--- config.mk ---
export PLATFORM = sky130hd
export DESIGN_NAME = input_options_alu_block
export DESIGN_NICKNAME = d
export VERILOG_FILES = /design/src/rtl/input_options_alu_block.sv
export SDC_FILE = /design/constraint.sdc
export NUM_CORES = 1
export LEC_CHECK = 0
export CORE_ASPECT_RATIO = 1.4
export CORE_MARGIN = 2
export CORE_UTILIZATION = 55
export CTS_BUF_LIST = sky130_fd_sc_hd__clkbuf_8
export CTS_CLUSTER_SIZE = 28
export DETAILED_ROUTE_END_ITERATION = 10
export HOLD_SLACK_MARGIN = 0.06
export PLACE_DENSITY = 0.77
export SETUP_SLACK_MARGIN = 0.3
export SLEW_MARGIN = 20
export SYNTH_ARGS = -nofsm -noshare
export SYNTH_HDL_FRONTEND = slang
export SYNTH_SLANG_ARGS = --single-unit
--- constraint.sdc ---
create_clock -name clock -period 5.6 [get_ports clock]
set_input_delay 1.12 -clock clock [delete_from_list [all_inputs] [get_ports clock]]
set_output_delay 1.12 -clock clock [all_outputs]
set_load 0.05 [all_outputs]
--- src/rtl/input_options_alu_block.sv ---
// Switch-entry ALU: three level-sensitive load buttons capture A, B and an opcode
// from a shared switch bus; LEDS shows the combinational result of the stored values.
module input_options_alu_block #(
    parameter int DATA_WIDTH = 6,
    parameter int OP_WIDTH   = 6
) (
    input  logic                  clock,
    input  logic                  reset_n,
    input  logic [DATA_WIDTH-1:0] switches,
    input  logic [2:0]            buttons,
    output logic [DATA_WIDTH-1:0] LEDS
);

    localparam logic [OP_WIDTH-1:0] OP_ADD = OP_WIDTH'(6'b100000);
    localparam logic [OP_WIDTH-1:0] OP_SUB = OP_WIDTH'(6'b100010);
    localparam logic [OP_WIDTH-1:0] OP_AND = OP_WIDTH'(6'b100100);
    localparam logic [OP_WIDTH-1:0] OP_OR  = OP_WIDTH'(6'b100101);
    localparam logic [OP_WIDTH-1:0] OP_XOR = OP_WIDTH'(6'b100110);
    localparam logic [OP_WIDTH-1:0] OP_NOR = OP_WIDTH'(6'b100111);
    localparam logic [OP_WIDTH-1:0] OP_SRL = OP_WIDTH'(6'b000010);
    localparam logic [OP_WIDTH-1:0] OP_SRA = OP_WIDTH'(6'b000011);

    logic [DATA_WIDTH-1:0] reg_a_q, reg_a_d;
    logic [DATA_WIDTH-1:0] reg_b_q, reg_b_d;
    logic [OP_WIDTH-1:0]   reg_op_q, reg_op_d;
    logic [DATA_WIDTH-1:0] result;

    // Buttons are plain levels: every edge with a button held reloads its register.
    always_comb begin
        reg_a_d  = reg_a_q;
        reg_b_d  = reg_b_q;
        reg_op_d = reg_op_q;
        if (buttons[2]) reg_a_d  = switches;
        if (buttons[1]) reg_b_d  = switches;
        if (buttons[0]) reg_op_d = switches[OP_WIDTH-1:0];
    end

    always_ff @(posedge clock or negedge reset_n) begin
        if (!reset_n) begin
            reg_a_q  <= '0;
            reg_b_q  <= '0;
            reg_op_q <= '0;
        end else begin
            reg_a_q  <= reg_a_d;
            reg_b_q  <= reg_b_d;
            reg_op_q <= reg_op_d;
        end
    end

    // Shifts by DATA_WIDTH or more naturally saturate to zero / sign fill.
    always_comb begin
        result = '0;
        case (reg_op_q)
            OP_ADD:  result = reg_a_q + reg_b_q;
            OP_SUB:  result = reg_a_q - reg_b_q;
            OP_AND:  result = reg_a_q & reg_b_q;
            OP_OR:   result = reg_a_q | reg_b_q;
            OP_XOR:  result = reg_a_q ^ reg_b_q;
            OP_NOR:  result = ~(reg_a_q | reg_b_q);
            OP_SRL:  result = reg_a_q >> reg_b_q;
            OP_SRA:  result = $unsigned($signed(reg_a_q) >>> reg_b_q);
            default: result = '0;
        endcase
    end

    assign LEDS = result;

endmodule

==> flow_summary.yaml <==
grt:
  grt_pass1_vias: 1633
  antenna_found_initial: 0
  grt_pass1_wl_um: 7570
  grt.overflow.total: 0
  grt_max_degree: 22
  grtUsageTotal: 0.267
job:
  drv_cap: 0
cells_and_area:
  fin_nets: 257
  fin_area_mm2: 0.00203
  nFillCells: 286
  layoutNonFillerInstCount: 264
  drive_gt1_frac: 0.0933
  n_antenna_cell: 0
  final_core_util: 0.642
  area_growth_pct: 9.69
power:
  pwr_density_cell_mw_per_mm2: 218
  peakVddDrop_uv: 188
  p_leak_uw: 0.000889
  finalPower_uw: 442
placement:
  place_area_mm2: 0.00198
  place.gp.congestion: 0.941
  port-buffer-count: 16
  post-dp-hpwl_um: 3380
  dp_cells: 261
setup_path:
  endpoint_kind: "primary output"
  criticalPathCategory: "reg -> out"
  cp.required_ns: 4.48
  worstPathArrival_ns: 3.72
  cp_max_fo: 21
  startpoint_type: "flip-flop"
routing:
  wire_per_inst_um: 16.7
  via_count: 1629
  drt-initial-drc-count: 58
  drc: 0
  vias_per_cell: 6.17
  antenna_left: 0
  wirelength_um: 4400
  drt_pass1_iterations: 4
clocking:
  ctsResizeCount: 0
  tritoncts: "built"
  numCtsBuffers: 3
  path_clk_slew_ns: 0.06
  clk_path_buf_depth: 2
  clock_sinks: 18
  clock-root-buffer: "clkbuf_8"
  clkLatencyLatePin_ns: 0.25
  cts_max_level: 1
  ctsHoldBuffers: 0
  cts_setup_buffers: 0
sta:
  setup_tns_ns: 0
  slew_headroom: 0.474
  slew_violations: 0
  min_period_over_period: 0.864
  worst_slew_pin_slew_ns: 0.787
  clock_skew_ns: 0
  setup_viol: 0
  max_clock_freq_mhz: 207
  rsz0062_at_grt: "no"
  fin_crit_ns: 4.84
  finalHoldViolCount: 0
floorplan:
  core-area_mm2: 0.00315
  boundaryPins: 17
  die_y_um: 72.6
  die_x_um: 53.0
  dieArea_mm2: 0.00384
  rows: 24
  start_util: 0.586
yosys:
  ys.warnings.count: 0
  synth_top_area_frac: 0.244
  synth_edf_count: 0
  ys_dominant_reg_cell: "dfrtp_1"
  yosys_register_bits: 18
  synth_area_leaders: "dfrtp_1 (24%), ha_1 (12%), mux2i_1 (6.5%)"
  yosysUniqueCellTypes: 47
  syn_area_mm2: 0.00185
  synth_fp_nets: 248
  async_reset_ff_frac: 1.00
  syn_area_per_cell_um2: 8.47
  synth_area_leader_cell: "dfrtp_1"
  ys_seq_area_frac: 0.244
  synthMostInstantiatedCell: "nand2_1"
  synthCells: 218
  synthTopCellsByCount: "nand2_1 (24), o21ai_0 (21), dfrtp_1 (18), ha_1 (18), inv_1 (17)"
status:
  status: "finished clean"
hold_path:
  hold_path_class: "reg -> reg"
-- final cells by class --
class | instances | area [um^2] | area share
Tap cell | 39 | 48.8 | 0.0241
Timing Repair Buffer | 17 | 168 | 0.0828
Clock buffer | 3 | 41.3 | 0.0204
Multi-Input combinational cell | 170 | 1250 | 0.619
Inverter | 17 | 63.8 | 0.0315
Sequential cell | 18 | 450 | 0.222
-- cells in the final DEF, fill, tap and decap left out, types with 2 or more instances in the layout --
master | Yosys | layout
nand3_1 | 7 | 7
o31a_1 | 3 | 3
ha_1 | 18 | 18
o21ai_1 | 3 | 3
o211ai_1 | 3 | 3
nor3_1 | 2 | 2
mux2_2 | 10 | 10
a2111oi_0 | 2 | 2
xnor2_1 | 5 | 5
or4_1 | 2 | 2
nor4_1 | 2 | 2
xor2_1 | 3 | 3
nand2_1 | 24 | 24
clkdlybuf4s50_1 | 0 | 16
o21ai_0 | 21 | 21
clkbuf_8 | 0 | 3
o22ai_1 | 5 | 5
a211o_1 | 2 | 2
nor2_1 | 11 | 11
nand2b_1 | 3 | 3
or2_2 | 2 | 2
a21oi_1 | 9 | 9
inv_1 | 17 | 17
a22oi_1 | 2 | 2
dfrtp_1 | 18 | 18
mux2i_1 | 12 | 12
-- final timing paths --
path,from,endpoint,slack (ns),cells after the start
worst min-delay path,reg_op_q[3],reg_op_q[3],0.60,1
min in group asynchronous,reset_n,reg_b_q[2],1.33,1
worst max register to register,reg_b_q[0],reg_b_q[0],4.40,2
worst max-delay path,reg_op_q[0],LEDS[3],0.76,11
max in group asynchronous,reset_n,reg_a_q[5],3.78,1
worst min register to register,reg_op_q[3],reg_op_q[3],0.60,1
-- logic make-up after synthesis --
group / share of synthesized area
xor+xnor: 0.0379
simple gates: 0.165
compound gates: 0.203
mux: 0.140
buf+inv: 0.0772
flops: 0.244
fa+ha+maj: 0.133
-- per-stage QoR --
stage / hold slack (ns) / setup slack (ns)
4_1_cts: 0.601 / 0.762
3_5_place_dp: 0.586 / 1.05
2_1_floorplan: 0.542 / 1.39
6_report: 0.602 / 0.760
3_3_place_gp: 0.560 / 1.08
5_1_grt: 0.635 / 0.511
-- report_power, final --
group          total (uW)  internal (uW)  leakage [uW]  switching, uW
Sequential            174            142      0.000216           32.2
Combinational         181           84.3      0.000652           96.8
Clock                86.7           47.7     0.0000216           39.0
-- critical path, cell delays in order (launching register included) --
cell	delay, ns
dfrtp_1	0.65
nand2b_1	0.32
nor2_1	0.24
mux2_2	0.39
inv_1	0.06
ha_1	0.21
nor2b_1	0.13
o31a_1	0.26
a211oi_2	0.25
a21oi_1	0.07
nand3_1	0.09
clkdlybuf4s50_1	0.80
-- state kept, by name, indices dropped and copies added, names as in the netlist --
| register | cells |
|---|---|
| reg_a_q | 6 |
| reg_b_q | 6 |
| reg_op_q | 6 |
-- routing by layer --
layer  global-route usage  share of wire  up-vias
li1                     -              -      801
met1                0.331           0.42      768
met2                0.454           0.51       48
met3               0.0226          0.037       12
met4                0.134          0.032        0
met5                    0              0        -
Note: power is estimated with default switching activity, not from simulation.
